[src/rtl/add_pipe_pkg.sv]
// Shared constants and chunk-geometry helpers for the pipelined adder.
package add_pipe_pkg;

  localparam int DEFAULT_DATAWIDTH = 32;
  localparam int DEFAULT_STAGES    = 4;

  function automatic int chunk_width(input int dw, input int st);
    return (dw + st - 1) / st;
  endfunction

  function automatic int chunk_lo(input int dw, input int st, input int k);
    return k * chunk_width(dw, st);
  endfunction

  // Last chunk is clipped to the operand width.
  function automatic int chunk_hi(input int dw, input int st, input int k);
    int top;
    top = (k + 1) * chunk_width(dw, st);
    if (top > dw) top = dw;
    return top - 1;
  endfunction

  function automatic bit chunk_active(input int dw, input int st, input int k);
    return chunk_lo(dw, st, k) < dw;
  endfunction

  // Trailing empty chunks report a 1-bit width so their ports stay legal.
  function automatic int chunk_bits(input int dw, input int st, input int k);
    return chunk_active(dw, st, k) ? (chunk_hi(dw, st, k) - chunk_lo(dw, st, k) + 1) : 1;
  endfunction

endpackage

[src/rtl/add_pipe_if.sv]
// Operand/result bus of add_pipe. The stall line exists only when
// ADD_PIPE_STALL_EN is defined.
interface add_pipe_if
  import add_pipe_pkg::*;
#(
  parameter int DATAWIDTH = DEFAULT_DATAWIDTH
);
  logic                 valid_in;
  logic [DATAWIDTH-1:0] a;
  logic [DATAWIDTH-1:0] b;
  logic                 ci;
  logic                 valid_out;
  logic [DATAWIDTH-1:0] sum;
  logic                 co;

`ifdef ADD_PIPE_STALL_EN
  logic                 stall;

  modport master (output valid_in, a, b, ci, stall, input valid_out, sum, co);
  modport slave  (input valid_in, a, b, ci, stall, output valid_out, sum, co);
`else
  modport master (output valid_in, a, b, ci, input valid_out, sum, co);
  modport slave  (input valid_in, a, b, ci, output valid_out, sum, co);
`endif
endinterface

[src/rtl/add_pipe_stage.sv]
// One carry chunk of add_pipe: operand skew line, registered chunk adder,
// and result deskew line. Empty trailing chunks only forward the carry.
module add_pipe_stage
  import add_pipe_pkg::*;
#(
  parameter  int DATAWIDTH = DEFAULT_DATAWIDTH,
  parameter  int STAGES    = DEFAULT_STAGES,
  parameter  int IDX       = 0,
  localparam int W         = chunk_bits(DATAWIDTH, STAGES, IDX)
) (
  input  logic         i_clk,
  input  logic         i_rst,
  input  logic         i_adv,
  input  logic [W-1:0] i_a,
  input  logic [W-1:0] i_b,
  input  logic         i_ci,
  output logic [W-1:0] o_sum,
  output logic         o_co
);
  localparam bit ACTIVE = chunk_active(DATAWIDTH, STAGES, IDX);
  localparam int DESKEW = STAGES - 1 - IDX;
  localparam int WP     = W + 1;

  logic r_co;
  assign o_co = r_co;

  if (ACTIVE) begin : g_active
    logic [W-1:0] w_a_sk;
    logic [W-1:0] w_b_sk;
    logic [W:0]   w_add;
    logic [W-1:0] r_sum;

    if (IDX == 0) begin : g_noskew
      assign w_a_sk = i_a;
      assign w_b_sk = i_b;
    end else begin : g_skew
      logic [W-1:0] r_a [IDX];
      logic [W-1:0] r_b [IDX];
      always_ff @(posedge i_clk) begin
        if (i_rst) begin
          for (int i = 0; i < IDX; i++) begin
            r_a[i] <= '0;
            r_b[i] <= '0;
          end
        end else if (i_adv) begin
          r_a[0] <= i_a;
          r_b[0] <= i_b;
          for (int i = 1; i < IDX; i++) begin
            r_a[i] <= r_a[i-1];
            r_b[i] <= r_b[i-1];
          end
        end
      end
      assign w_a_sk = r_a[IDX-1];
      assign w_b_sk = r_b[IDX-1];
    end

    assign w_add = {1'b0, w_a_sk} + {1'b0, w_b_sk} + WP'(i_ci);

    always_ff @(posedge i_clk) begin
      if (i_rst) begin
        r_sum <= '0;
        r_co  <= 1'b0;
      end else if (i_adv) begin
        r_sum <= w_add[W-1:0];
        r_co  <= w_add[W];
      end
    end

    if (DESKEW == 0) begin : g_nodeskew
      assign o_sum = r_sum;
    end else begin : g_deskew
      logic [W-1:0] r_d [DESKEW];
      always_ff @(posedge i_clk) begin
        if (i_rst) begin
          for (int i = 0; i < DESKEW; i++) r_d[i] <= '0;
        end else if (i_adv) begin
          r_d[0] <= r_sum;
          for (int i = 1; i < DESKEW; i++) r_d[i] <= r_d[i-1];
        end
      end
      assign o_sum = r_d[DESKEW-1];
    end
  end else begin : g_empty
    always_ff @(posedge i_clk) begin
      if (i_rst)      r_co <= 1'b0;
      else if (i_adv) r_co <= i_ci;
    end
    assign o_sum = '0;
  end

endmodule

[src/rtl/add_pipe.sv]
// Pipelined DATAWIDTH adder split into STAGES carry chunks, latency STAGES.
// Define ADD_PIPE_STALL_EN to add a pipeline-wide stall on the bus.
module add_pipe
  import add_pipe_pkg::*;
#(
  parameter int DATAWIDTH = DEFAULT_DATAWIDTH,
  parameter int STAGES    = DEFAULT_STAGES
) (
  input  logic      clk,
  input  logic      rst,
  add_pipe_if.slave bus
);
  logic                 w_adv;
  logic [STAGES:0]      w_carry;
  logic [DATAWIDTH-1:0] w_sum;
  logic [STAGES-1:0]    r_valid;

`ifdef ADD_PIPE_STALL_EN
  assign w_adv = ~bus.stall;
`else
  assign w_adv = 1'b1;
`endif

  assign w_carry[0] = bus.ci;

  always_ff @(posedge clk) begin
    if (rst) begin
      r_valid <= '0;
    end else if (w_adv) begin
      r_valid[0] <= bus.valid_in;
      for (int i = 1; i < STAGES; i++) r_valid[i] <= r_valid[i-1];
    end
  end

  for (genvar k = 0; k < STAGES; k++) begin : g_stage
    localparam int LO  = chunk_lo(DATAWIDTH, STAGES, k);
    localparam int HI  = chunk_hi(DATAWIDTH, STAGES, k);
    localparam int W   = chunk_bits(DATAWIDTH, STAGES, k);
    localparam bit ACT = chunk_active(DATAWIDTH, STAGES, k);

    logic [W-1:0] w_a;
    logic [W-1:0] w_b;
    logic [W-1:0] w_s;

    if (ACT) begin : g_slice
      assign w_a          = bus.a[HI:LO];
      assign w_b          = bus.b[HI:LO];
      assign w_sum[HI:LO] = w_s;
    end else begin : g_pad
      assign w_a = '0;
      assign w_b = '0;
    end

    add_pipe_stage #(
      .DATAWIDTH (DATAWIDTH),
      .STAGES    (STAGES),
      .IDX       (k)
    ) u_stage (
      .i_clk (clk),
      .i_rst (rst),
      .i_adv (w_adv),
      .i_a   (w_a),
      .i_b   (w_b),
      .i_ci  (w_carry[k]),
      .o_sum (w_s),
      .o_co  (w_carry[k+1])
    );
  end

  assign bus.valid_out = r_valid[STAGES-1];
  assign bus.sum       = w_sum;
  assign bus.co        = w_carry[STAGES];

endmodule

[src/flat_wrapper.sv]
// flat-port wrapper written by rule: the top's interface ports become plain ports
module add_pipe_flat import add_pipe_pkg::*;
#(
  parameter int DATAWIDTH = DEFAULT_DATAWIDTH,
  parameter int STAGES    = DEFAULT_STAGES
)
  (clk, rst, bus_valid_in, bus_a, bus_b, bus_ci, bus_valid_out, bus_sum, bus_co);
  add_pipe_if #(.DATAWIDTH(DATAWIDTH)) bus_i ();
  input  logic clk;
  input  logic rst;
  input wire logic [$bits(bus_i.valid_in)-1:0] bus_valid_in;
  input wire logic [$bits(bus_i.a)-1:0] bus_a;
  input wire logic [$bits(bus_i.b)-1:0] bus_b;
  input wire logic [$bits(bus_i.ci)-1:0] bus_ci;
  output wire logic [$bits(bus_i.valid_out)-1:0] bus_valid_out;
  output wire logic [$bits(bus_i.sum)-1:0] bus_sum;
  output wire logic [$bits(bus_i.co)-1:0] bus_co;
  assign bus_i.valid_in = bus_valid_in;
  assign bus_i.a = bus_a;
  assign bus_i.b = bus_b;
  assign bus_i.ci = bus_ci;
  assign bus_valid_out = bus_i.valid_out;
  assign bus_sum = bus_i.sum;
  assign bus_co = bus_i.co;
  add_pipe #(.DATAWIDTH(DATAWIDTH), .STAGES(STAGES)) u_core (.clk(clk), .rst(rst), .bus(bus_i));
endmodule
[config.mk]
export PLATFORM = sky130hd
export DESIGN_NAME = add_pipe_flat
export DESIGN_NICKNAME = d
export VERILOG_FILES = /design/src/rtl/add_pipe_pkg.sv /design/src/rtl/add_pipe_if.sv /design/src/rtl/add_pipe_stage.sv /design/src/rtl/add_pipe.sv /design/src/flat_wrapper.sv
export SDC_FILE = /design/constraint.sdc
export NUM_CORES = 1
export LEC_CHECK = 0
export BUFFER_PORTS_ARGS = -buffer_cell sky130_fd_sc_hd__buf_2
export CORE_UTILIZATION = 35
export CTS_BUF_LIST = sky130_fd_sc_hd__clkbuf_16
export DETAILED_ROUTE_END_ITERATION = 8
export HOLD_SLACK_MARGIN = 0.15
export PLACE_DENSITY_LB_ADDON = 0.2
export SYNTH_ARGS = -nofsm -noshare
export SYNTH_HDL_FRONTEND = slang
export SYNTH_SLANG_ARGS = --single-unit
[constraint.sdc]
create_clock -name clk -period 3.4 [get_ports clk]
set_input_delay 0.68 -clock clk [delete_from_list [all_inputs] [get_ports clk]]
set_output_delay 0.68 -clock clk [all_outputs]
set_load 0.01 [all_outputs]
# --- After elaboration in Yosys (flattened, before gate mapping) ---
# Memory sizes are Yosys's and may differ from the RTL's.
# Index checks and enable logic that the tools add are counted.
totals:
  reg_bits: 40
  mem_bits_rw: 144
  inputBits: 68
  out_inout_bits: 34
  word_cells: 68
  mem_count: 9
mem_list:
  columns: ["name", "words", "width", "rd", "rd_clocked_by_memory_dff", "write_ports", "line", "text"]
  rows:
  - ["u_core.g_stage[0].u_stage.g_active.g_deskew.r_d", 3, 8, 3, 0, 3, "add_pipe_stage.sv:73", "logic [W-1:0] r_d [DESKEW];"]
  - ["u_core.g_stage[3].u_stage.g_active.g_skew.r_a", 3, 8, 3, 0, 3, "add_pipe_stage.sv:37", "logic [W-1:0] r_a [IDX];"]
  - ["u_core.g_stage[3].u_stage.g_active.g_skew.r_b", 3, 8, 3, 0, 3, "add_pipe_stage.sv:38", "logic [W-1:0] r_b [IDX];"]
  - ["u_core.g_stage[1].u_stage.g_active.g_deskew.r_d", 2, 8, 2, 0, 2, "add_pipe_stage.sv:73", null]
  - ["u_core.g_stage[2].u_stage.g_active.g_skew.r_a", 2, 8, 2, 0, 2, "add_pipe_stage.sv:37", null]
  - ["u_core.g_stage[2].u_stage.g_active.g_skew.r_b", 2, 8, 2, 0, 2, "add_pipe_stage.sv:38", null]
  - ["3 more memories", null, null, null, null, null, null, null]
classes:
  add_sub_neg: 8
  mux: 24
  bitwise_logic: 15
  n_reduce_logical: 3
op_table:
  columns: ["op", "n"]
  rows:
  - ["8-bit 2-to-1 mux", 18]
  - ["8-bit by 8-bit adder with 9-bit output", 4]
  - ["9-bit by 1-bit adder with 9-bit output", 4]
  - ["8-bit OR reduction", 3]
  - ["1-bit OR", 15]
  - ["1-bit 2-to-1 mux", 6]

# --- Logic depth before layout (Yosys ltp) ---
# Gate-level depths: netlist of the first run.
depth:
  depth_word: 3
  mapped_depth: 7
  ltp_nobuf: 7

# --- By module ---
# From an unflattened synthesis of the first run, not the netlist that was laid out.
unflattened:
  hier_cells: 615
  area_unflattened_um2: 8245.4
by_module_without_submodules:
  columns: ["mod", "instances", "cells_per_inst", "area_per_inst_um2", "seq_area_each_um2"]
  rows:
  - ["add_pipe_stage (u_core.g_stage[3].u_stage)", 1, 173, 2461.1, 1621.6]
  - ["add_pipe_stage (u_core.g_stage[2].u_stage)", 1, 156, 2153.3, 1381.3]
  - ["add_pipe_stage (u_core.g_stage[1].u_stage)", 1, 147, 1908.1, 1141.1]
  - ["add_pipe_stage (u_core.g_stage[0].u_stage)", 1, 130, 1614.0, 900.9]
  - ["add_pipe", 1, 9, 108.9, 80.1]

# --- Worst setup path before layout of the first run ---
# OpenSTA, ideal clock, no wires.
synth_path:
  path_kind: "input -> register"
  startpoint: "input bus_ci"
  endpoint: "register u_core.g_stage[0].u_stage.g_active.r_sum[6]"
  setup_ns: 0.086
  t_arrival_ns: 2.230
  t_required_ns: 3.314
  path_slack_ns: 1.084
  path_stages: 7
  n_path_buf: 0
  cell_sequence: "fa_1 -> inv_1 -> fa_1 -> nor2b_4 -> o31a_1 -> or3_1 -> a221oi_2"
synth_via:
  elab_chain_len: 1
synth_rtl:
  columns: ["item", "line", "text"]
  rows:
  - ["from (decl)", "flat_wrapper.sv:14", "input wire logic [$bits(bus_i.ci)-1:0] bus_ci;"]
  - ["9-bit by 1-bit adder with 9-bit output", "add_pipe_stage.sv:58", "assign w_add = {1'b0, w_a_sk} + {1'b0, w_b_sk} + WP'(i_ci);"]
  - ["to (signal assigned)", "add_pipe_stage.sv:65", "r_sum <= w_add[W-1:0];"]
  - ["to (decl)", "add_pipe_stage.sv:31", "logic [W-1:0] r_sum;"]
# Every way passes these cells.
# A chain may end at the register's enable or synchronous reset.

==> metrics.csv, run 1 <==
metric,value,unit
status,finished with violations,
violated checks,DRC,
pre-CTS setup slack,854,ps
fin cells,904,
count of pins on the block boundary,102,
"commonest non-fill, non-tap cells in the layout","sky130_fd_sc_hd__dfxtp_1, sky130_fd_sc_hd__nor2b_1, sky130_fd_sc_hd__buf_2",
worst vdd ir,0.000316,V
final antenna diode count,0,
"most common cell after layout, fill and taps aside",sky130_fd_sc_hd__dfxtp_1,
count of instances resized after the clock tree is built,0,
H-tree levels,4,
number of global-route vias before repair,3619,
total chip power,4520,uW
worst hold path type,flop to flop,
max capacitance violation total,0,
number of buffers on the longest clock path,2,
Setup crit start kind,flop,
total routed wirelength,9.89,mm
worst stage delay on the critical path,500,ps
overall track demand over capacity in global routing,0.111,
sequential area share after synthesis,0.576,
Post-Synthesis Cells,576,
number of warning messages in the yosys log,0,
master of the slowest instance on the critical path,sky130_fd_sc_hd__fa_1,
cell count after placement,872,
number of synthesized register bits,184,
number of unique standard cell types used by synthesis,38,
kind of cell with the highest combined delay on the critical path,adder cells,
TritonCTS clock tree,yes,
overall die height,137,um
area of the core,18000,um^2
global-route wire length before repair,16.0,mm
final clock period utilization by the worst path,0.656,
hold-fix buffers at CTS,0,
"Cell Chain, Critical Path",fa_1 -> fa_1 -> a211oi_1 -> o21a_1 -> nor2_1 -> o31a_1,
synthesized area divided by synthesized cell count,11.1,um^2
growth of design area from synthesis to finish,18.7,%
Final setup violation count,0,
crit path capture type,flop,
final sum of negative setup slack,0,ps
Worst-Margin Slew,644,ps
number of vias per cell after detailed routing,4.35,
Synth area leader,sky130_fd_sc_hd__dfxtp_1,
Final Worst Setup Slack,1170,ps
area of the mapped netlist,6400,um^2
Initial Util,0.356,
hpwl dp,6.80,mm
Final Hold Vio Count,0,
Clock Pin Slew Worst Setup and Hold Paths,70,ps
"Clk Latency, worst-skew pair",420,ps
number of remaining DRC errors,2,
Synth async-reset ratio,0,
Avg WL per Cell,10.9,um
number of max-slew violations in the final report,0,
pin count of the biggest net entering global routing,73,
Worst Path Required,3720,ps
"Data arrival, critical path",2550,ps
cell types with the largest area share after synthesis,"sky130_fd_sc_hd__dfxtp_1, sky130_fd_sc_hd__nor2b_1, sky130_fd_sc_hd__ha_1",
pwr/cell area,595,nW/um^2
Fmax achieved,0.448,GHz
count of buffers added by post-CTS timing repair for setup,0,
vias after detailed routing,3933,
number of antenna violations at the first check in global routing,0,
number of flops mapped to enable cells by yosys,0,
DRT antenna net count,0,
FP Rows,49,
Post-Route Skew,8.02,ps
TritonCTS Buffers,17,
initial DRC count,209,
die width,137,um
relative slew slack,0.571,
unrepaired setup endpoints after global routing,false,
most frequent cell on the critical path,sky130_fd_sc_hd__fa_1,
syn nets,680,
gpl congestion,0.798,
Buf/Inv on CP,0,
Crit Path Max Fanout,3,
proportion of layout cells with a drive suffix above 1,0.216,
static leakage power,0.00328,uW
crit path kind,flop to flop,
share of Yosys cell area claimed by the top area cell type,0.576,
clock period minus worst slack,2230,ps
IO Port Bufs,101,
global route total overflow,0,
Pre-Repair DR Iteration Count,7,
top flip-flop cell by instance count after synthesis,sky130_fd_sc_hd__dfxtp_1,
Nets,766,
Clock Root Buffer,sky130_fd_sc_hd__clkbuf_16,
full die area,18800,um^2
CTS sink cnt,184,
-- logic make-up (layout without fill, tap and decap cells) --
logic type	Yosys count	in the layout	synth area share
and+or+nand+nor	223	223	0.208
DFF	184	184	0.576
AOI/OAI and AO/OA	80	80	0.0894
buffers and inverters	48	147	0.0389
adders and majority gates	36	36	0.0798
muxes	4	4	0.00704
xor gates and xnor gates	1	1	0.00137
-- layout make-up --
class                           instances  area (um^2)
Sequential cell                       184         3680
Inverter                               11         41.3
Clock buffer                           17          425
Clock inverter                         15          155
Multi-Input combinational cell        344         2470
Fill cell                            1742        10400
Timing Repair Buffer                  104          534
Tap cell                              229          287
-- state kept, by name, indices dropped and copies added (netlist names) --
name and flops:
u_core.g_stage.u_stage.g_active.g_deskew.r_d 48, u_core.g_stage.u_stage.g_active.g_skew.r_a 48, u_core.g_stage.u_stage.g_active.g_skew.r_b 48, u_core.g_stage.u_stage.g_active.r_sum 24, u_core.g_stage.u_stage.o_co 4, u_core.g_stage.u_stage.o_sum 8, u_core.r_valid 4
-- power breakdown --
part           total, uW  leakage (uW)  switching [uW]  internal (uW)
Clock               1910      0.000280             874           1040
Combinational        315       0.00149             157            158
Sequential          2290       0.00151            25.4           2270
-- routing by layer --
layer  track usage  part of all wire  up-vias
met4        0.0678             0.023        0
met2         0.183              0.47       87
met5             0                 0        -
met1         0.127              0.46     1768
met3        0.0335             0.046       14
li1              -                 -     2064
-- through the flow --
step | instance area [um^2] | hold WS [ps] | util
6_report | 7590 | 431 | 0.423
5_1_grt | 7590 | 447 | 0.423
4_1_cts | 7590 | 432 | 0.423
3_5_place_dp | 7010 | 420 | 0.390
3_3_place_gp | 7010 | 417 | 0.390
2_1_floorplan | 6400 | 414 | -
-- Yosys cell counts (4+ instances only) --
cell and number:
sky130_fd_sc_hd__dfxtp_1 184, sky130_fd_sc_hd__nor2b_1 157, sky130_fd_sc_hd__nor2_1 35, sky130_fd_sc_hd__ha_1 28, sky130_fd_sc_hd__buf_4 18, sky130_fd_sc_hd__o21ai_0 18, sky130_fd_sc_hd__a211oi_1 17, sky130_fd_sc_hd__clkbuf_1 17
sky130_fd_sc_hd__inv_1 10, sky130_fd_sc_hd__fa_1 8, sky130_fd_sc_hd__nor3_1 7, sky130_fd_sc_hd__o21a_1 7, sky130_fd_sc_hd__a21oi_1 6, sky130_fd_sc_hd__a21o_1 5, sky130_fd_sc_hd__a31oi_1 4, sky130_fd_sc_hd__mux2_2 4
sky130_fd_sc_hd__nand2b_1 4, sky130_fd_sc_hd__o21bai_1 4, sky130_fd_sc_hd__o311ai_0 4, sky130_fd_sc_hd__o31a_1 4
-- worst register-to-register path: cells and delay by family, from the launching register on --
family | cells | cell delay [ps]
flops | 1 | 320
compound gates | 3 | 790
fa+ha+maj | 2 | 980
simple gates | 1 | 60
-- final timing paths --
path | startpoint | endpoint | slack, ps | depth (start not counted)
worst max-delay path | flop | u_core.g_stage[3].u_stage.o_co | 1170 | 6
worst min-delay path | flop | flop | 430 | 1
worst max register to register | flop | u_core.g_stage[3].u_stage.o_co | 1170 | 6
worst min register to register | flop | flop | 430 | 1
(Power assumes the default switching activity.)
==> run 2: changes to the inputs <==
Clock period 3.4 ns to 1.9 ns, I/O delays scaled along.
==> run 2 against run 1 <==
Compared with the run above:
- the run ends with setup timing left
- non-clock buffer count up 32
- final area up 5.6%
- cell count increased by 3.4%
- clock-buffer cell count stayed put
- first-iteration DRC count down 13%
- sequential cell count unchanged
- critical path depth grew 1
- combinational power increased by 97%
- die area stayed put
- sequential share of layout area shrank 2.5 points
- via count increased by 3.5%
- largest cell class unchanged
==> metrics.csv, run 2 (synthesis gave the netlist of run 1 again) <==
metric,value,unit,change
"most common cell after layout, fill and taps aside",sky130_fd_sc_hd__dfxtp_1,,
total routed wirelength,10.3,mm,+3.9%
post-layout utilization of the core,0.446,,+0.0238
Clock Pin Slew Worst Setup and Hold Paths,70,ps,about the same
Buf/Inv on CP,1,,+1
Internal Dissipation,6490,uW,+87%
Setup crit start kind,flop,,
full die area,18800,um^2,unchanged
"Data arrival, critical path",2320,ps,-230 ps
Crit Path Max Fanout,3,,unchanged
total chip power,8360,uW,+85%
number of buffers on the longest clock path,2,,unchanged
number of vias per cell after detailed routing,4.35,,about the same
growth of design area from synthesis to finish,25.3,%,
final antenna diode count,0,,unchanged
Pre-Repair DR Iteration Count,4,,-3
GRT met2 Usage,0.202,,+0.0185
sw power,1870,uW,+77%
combinational share of power,0.074,,+0.004
global route total overflow,0,,unchanged
number of remaining DRC errors,0,,-2
relative slew slack,0.712,,+0.141
master of the slowest instance on the critical path,sky130_fd_sc_hd__fa_2,,
most frequent cell on the critical path,sky130_fd_sc_hd__fa_2,,
TritonCTS Buffers,17,,unchanged
FP Rows,49,,unchanged
pwr/cell area,1040,nW/um^2,+75%
Clock Root Buffer,sky130_fd_sc_hd__clkbuf_16,,
"Cell Chain, Critical Path",fa_2 -> inv_2 -> fa_2 -> nor2b_4 -> o31a_1 -> or3_4 -> a221oi_2,,
global-route wire length before repair,16.9,mm,+5.4%
overall track demand over capacity in global routing,0.118,,+0.00639
Fmax achieved,0.503,GHz,+12%
CTS sink cnt,184,,unchanged
instance area at placement,7120,um^2,+1.6%
worst hold path type,input pin to flop,,
internal reg-to-reg setup slack,-90,ps,-1260 ps
H-tree levels,4,,unchanged
initial DRC count,181,,-13%
number of global-route vias before repair,3812,,+5.3%
TritonCTS clock tree,yes,,
worst stage delay on the critical path,410,ps,-90 ps
clock period minus worst slack,1990,ps,-244 ps
pre-CTS setup slack,-268,ps,-1120 ps
status,finished with violations,,
Post-Route Skew,7.98,ps,-0.0467 ps
crit path kind,flop to flop,,
Clock power frac,0.435,,+0.012
worst vdd ir,0.000573,V,+81%
registers with the most flip-flops,"u_core.g_stage.u_stage.g_active.g_deskew.r_d x48, u_core.g_stage.u_stage.g_active.g_skew.r_a x48, u_core.g_stage.u_stage.g_active.g_skew.r_b x48",,
"Clk Latency, worst-skew pair",430,ps,about the same
pin count of the biggest net entering global routing,86,,+18%
Initial Util,0.356,,unchanged
kind of cell with the highest combined delay on the critical path,adder cells,,
final clock period utilization by the worst path,1.05,,+0.390
Final Hold Vio Count,0,,unchanged
grt met1 use,0.129,,+0.00196
"commonest non-fill, non-tap cells in the layout","sky130_fd_sc_hd__dfxtp_1, sky130_fd_sc_hd__nor2b_1, sky130_fd_sc_hd__buf_2",,
area of the core,18000,um^2,unchanged
crit path capture type,flop,,
Nets,798,,+4.2%
number of max-slew violations in the final report,0,,unchanged
unrepaired setup endpoints after global routing,true,,
static leakage power,0.00347,uW,+5.7%
Global Route met3 Usage,0.0313,,-0.00221
count of pins on the block boundary,102,,unchanged
overall die height,137,um,unchanged
number of antenna violations at the first check in global routing,0,,unchanged
proportion of layout cells with a drive suffix above 1,0.252,,+0.0358
Worst-Margin Slew,429,ps,-215 ps
gpl congestion,0.822,,+3.0%
post-layout instance area,8020,um^2,+5.6%
Avg WL per Cell,11.0,um,+0.42%
gr busiest metal,met2,,
Final Worst Setup Slack,-87.2,ps,-1260 ps
IO Port Bufs,101,,unchanged
fraction of power consumed by sequential logic,0.491,,-0.016
violated checks,setup timing,,
hpwl dp,6.83,mm,+0.43%
Worst Path Required,2240,ps,-1480 ps
max capacitance violation total,0,,unchanged
die width,137,um,unchanged
DRT antenna net count,0,,unchanged
vias after detailed routing,4069,,+3.5%
switching portion of total power,0.223,,-0.0103
Final setup violation count,2,,+2
## run 2: cell count changes in the layout (fill, tap and decap cells not counted), moves of 3 or more
cell,delta
sky130_fd_sc_hd__fa_2,+8
sky130_fd_sc_hd__a211oi_1,-3
sky130_fd_sc_hd__dfxtp_2,+3
sky130_fd_sc_hd__inv_1,-3
sky130_fd_sc_hd__dlygate4sd3_1,+22
sky130_fd_sc_hd__inv_2,+3
sky130_fd_sc_hd__buf_4,+8
sky130_fd_sc_hd__fa_1,-8
sky130_fd_sc_hd__dfxtp_1,-3
## run 2: area by class of cell
class | count | area (um^2)
Fill cell | 1677 | 9940
Sequential cell | 184 | 3690
Multi-Input combinational cell | 344 | 2540
Timing Repair Buffer | 136 | 855
Clock buffer | 17 | 425
Tap cell | 229 | 287
Clock inverter | 14 | 186
Inverter | 11 | 41.3
## run 2: layer usage
metal | vias to the layer above | wire length [um]
li1 | 2129 | -
met1 | 1811 | 4600
met2 | 102 | 4910
met3 | 27 | 450
met4 | 0 | 308
met5 | - | 0
## run 2: worst reg2reg max path, cell delays in order, from the launching register on
cell and delay [ps]:
sky130_fd_sc_hd__dfxtp_2 320, sky130_fd_sc_hd__fa_2 410, sky130_fd_sc_hd__inv_2 70, sky130_fd_sc_hd__fa_2 220, sky130_fd_sc_hd__nor2b_4 50, sky130_fd_sc_hd__o31a_1 270
sky130_fd_sc_hd__or3_4 340, sky130_fd_sc_hd__a221oi_2 210
## run 2: metrics by stage
step	instances	TNS, ps	hold slack [ps]
global route	935	-601	166
finish	935	-163	166
CTS	935	-223	151
detailed placement	880	-1030	420
global placement	880	-535	415
floorplan	576	-46.7	414
## run 2: power groups by stage
stage | sequential (uW) | combinational [uW] | clock [uW]
4_1_cts | 4100 | 627 | 3770
6_report | 4100 | 621 | 3640
3_3_place_gp | 4190 | 570 | 0
2_1_floorplan | 4180 | 412 | 0
5_1_grt | 4120 | 701 | 3930
3_5_place_dp | 4190 | 585 | 0
## run 2: timing repair
| action | 4_1_cts | 5_1_grt |
|---|---|---|
| endpoints found under the hold margin | 22 | 0 |
| setup buffers | 2 | 0 |
| endpoints found under the setup margin | 9 | 10 |
| resized for setup | 9 | 5 |
| pin swaps | 12 | 1 |
| hold buffers | 22 | 0 |
## run 2: path summary, 6_finish.rpt
kind / from / endpoint / depth (start not counted)
worst min-delay path: bus_b[10] / flop / 2
worst max-delay path: flop / u_core.g_stage[1].u_stage.g_active.r_sum[6] / 7
worst min register to register: flop / flop / 1
worst max register to register: flop / u_core.g_stage[1].u_stage.g_active.r_sum[6] / 7
==> run 3: changes to the inputs <==
Settings changed: CORE_UTILIZATION 35 to 46, SLEW_MARGIN set to 20.
==> run 3 against run 2 <==
Compared with the run above:
- the run still ends with setup timing left
- core utilization increased by 14 points
- clock skew decreased by 2.5 ps
- highest routed layer unchanged
- fmax decreased by 3.9%
- critical endpoint unchanged
- hold slack improved by 6.6 ps
==> metrics.csv, run 3 (synthesis gave the netlist of run 1 again) <==
metric,value,unit,change
unrepaired setup endpoints after global routing,true,,
DRT antenna net count,0,,unchanged
worst stage delay on the critical path,420,ps,about the same
total area of multi-input combinational cells,2570,um^2,+1.1%
Initial Util,0.477,,+0.121
TritonCTS clock tree,yes,,
hpwl dp,6.77,mm,-0.75%
pin count of the biggest net entering global routing,62,,-28%
Buf/Inv on CP,1,,unchanged
"commonest non-fill, non-tap cells in the layout","sky130_fd_sc_hd__dfxtp_1, sky130_fd_sc_hd__nor2b_1, sky130_fd_sc_hd__buf_2",,
Post-Route Skew,5.49,ps,-2.48 ps
Final Hold Vio Count,0,,unchanged
H-tree levels,4,,unchanged
Final setup violation count,4,,+2
number of vias per cell after detailed routing,4.62,,+6.1%
kind of cell with the highest combined delay on the critical path,adder cells,,
area of the core,13400,um^2,-25%
gpl congestion,0.820,,-0.22%
worst vdd ir,0.000626,V,+9.3%
initial DRC count,126,,-30%
relative slew slack,0.637,,-0.0753
die width,120,um,-13%
fillers,1149,,-31%
Final Worst Setup Slack,-168,ps,-80.7 ps
full die area,14400,um^2,-24%
global route total overflow,0,,unchanged
Fmax achieved,0.484,GHz,-3.9%
number of antenna violations at the first check in global routing,0,,unchanged
fin cells,876,,-6.3%
status,finished with violations,,
FP Rows,42,,-14%
overall die height,120,um,-13%
"most common cell after layout, fill and taps aside",sky130_fd_sc_hd__dfxtp_1,,
registers with the most flip-flops,"u_core.g_stage.u_stage.g_active.g_deskew.r_d x48, u_core.g_stage.u_stage.g_active.g_skew.r_a x48, u_core.g_stage.u_stage.g_active.g_skew.r_b x48",,
"Data arrival, critical path",2390,ps,+70 ps
cell count after placement,829,,-5.8%
number of remaining DRC errors,0,,unchanged
most frequent cell on the critical path,sky130_fd_sc_hd__fa_2,,
proportion of layout cells with a drive suffix above 1,0.256,,+0.00359
overall track demand over capacity in global routing,0.146,,+0.0282
Clock Root Buffer,sky130_fd_sc_hd__clkbuf_16,,
worst hold path type,input pin to flop,,
violated checks,setup timing,,
"Clk Latency, worst-skew pair",420,ps,about the same
area taken by flip-flops and latches,3690,um^2,about the same
"Cell Chain, Critical Path",fa_2 -> inv_2 -> fa_2 -> nor2b_4 -> o31a_1 -> or3_4 -> a221oi_4,,
total routed wirelength,9.99,mm,-2.7%
total chip power,8280,uW,-0.91%
Nets,792,,-0.75%
growth of design area from synthesis to finish,23.4,%,
final clock period utilization by the worst path,1.09,,+0.0425
Setup crit start kind,flop,,
crit path capture type,flop,,
Worst Path Required,2230,ps,about the same
crit path kind,flop to flop,,
count of pins on the block boundary,102,,unchanged
final-layout worst hold slack,173,ps,+6.58 ps
Avg WL per Cell,11.4,um,+3.9%
IO Port Bufs,101,,unchanged
Worst-Margin Slew,544,ps,+116 ps
number of global-route vias before repair,3785,,-0.71%
clock period minus worst slack,2070,ps,+80.7 ps
TritonCTS Buffers,17,,unchanged
final antenna diode count,0,,unchanged
static leakage power,0.00340,uW,-2.0%
Clock Pin Slew Worst Setup and Hold Paths,60,ps,about the same
global-route wire length before repair,16.2,mm,-4.1%
master of the slowest instance on the critical path,sky130_fd_sc_hd__fa_2,,
vias after detailed routing,4046,,-0.57%
Pre-Repair DR Iteration Count,4,,unchanged
number of buffers on the longest clock path,2,,unchanged
number of max-slew violations in the final report,0,,unchanged
max capacitance violation total,0,,unchanged
Crit Path Max Fanout,3,,unchanged
pwr/cell area,1050,nW/um^2,+0.63%
CTS sink cnt,184,,unchanged
## run 3: changes by cell type in the layout (fill, tap and decap cells not counted), sizes merged
cell         before  now
dlygate4sd3      22   16
inv              18   12
bufinv            3    4
clkinv            3    4
clkinvlp          1    5
## run 3: final timing paths
path / startpoint / end / slack (ps) / depth (start not counted)
max reg2reg: u_core.g_stage[0].u_stage.o_co / u_core.g_stage[1].u_stage.g_active.r_sum[6] / -170 / 7
min reg2reg: u_core.g_stage[0].u_stage.g_active.r_sum[2] / flop / 430 / 1
max: u_core.g_stage[0].u_stage.o_co / u_core.g_stage[1].u_stage.g_active.r_sum[6] / -170 / 7
min: bus_a[10] / flop / 170 / 2
## run 3: metrics by stage
step           setup WS, ps  TNS [ps]  utilization  area [um^2]
2_1_floorplan         -46.7     -46.7            -         6420
3_3_place_gp           -211      -630        0.526         7050
3_5_place_dp           -250     -1100        0.526         7050
4_1_cts                -152      -349        0.584         7830
5_1_grt                -227      -696        0.589         7900
6_report               -168      -384        0.589         7900
## run 3: final cells by class
type,count,area share
Sequential cell,184,0.467
Tap cell,176,0.0279
Clock inverter,14,0.0231
Multi-Input combinational cell,344,0.325
Timing Repair Buffer,130,0.0979
Inverter,11,0.00523
Clock buffer,17,0.0539
## run 3: repair_timing
action	in CTS	in global routing
pin swaps	11	8
hold endpoints to repair	16	0
gates resized for setup	7	13
setup endpoints to repair	10	10
hold buffers	16	0
setup buffers	0	1
## run 3: power by group
group,internal [uW],switching (uW)
Combinational,319,293
Clock,2180,1390
Sequential,4060,45.4
Total,6550,1720
## run 3: metal layers
layer,global-route usage,up-vias,part of all wire
li1,-,2107,-
met1,0.156,1821,0.43
met2,0.249,95,0.50
met3,0.0461,23,0.043
met4,0.0922,0,0.027
met5,0,-,0
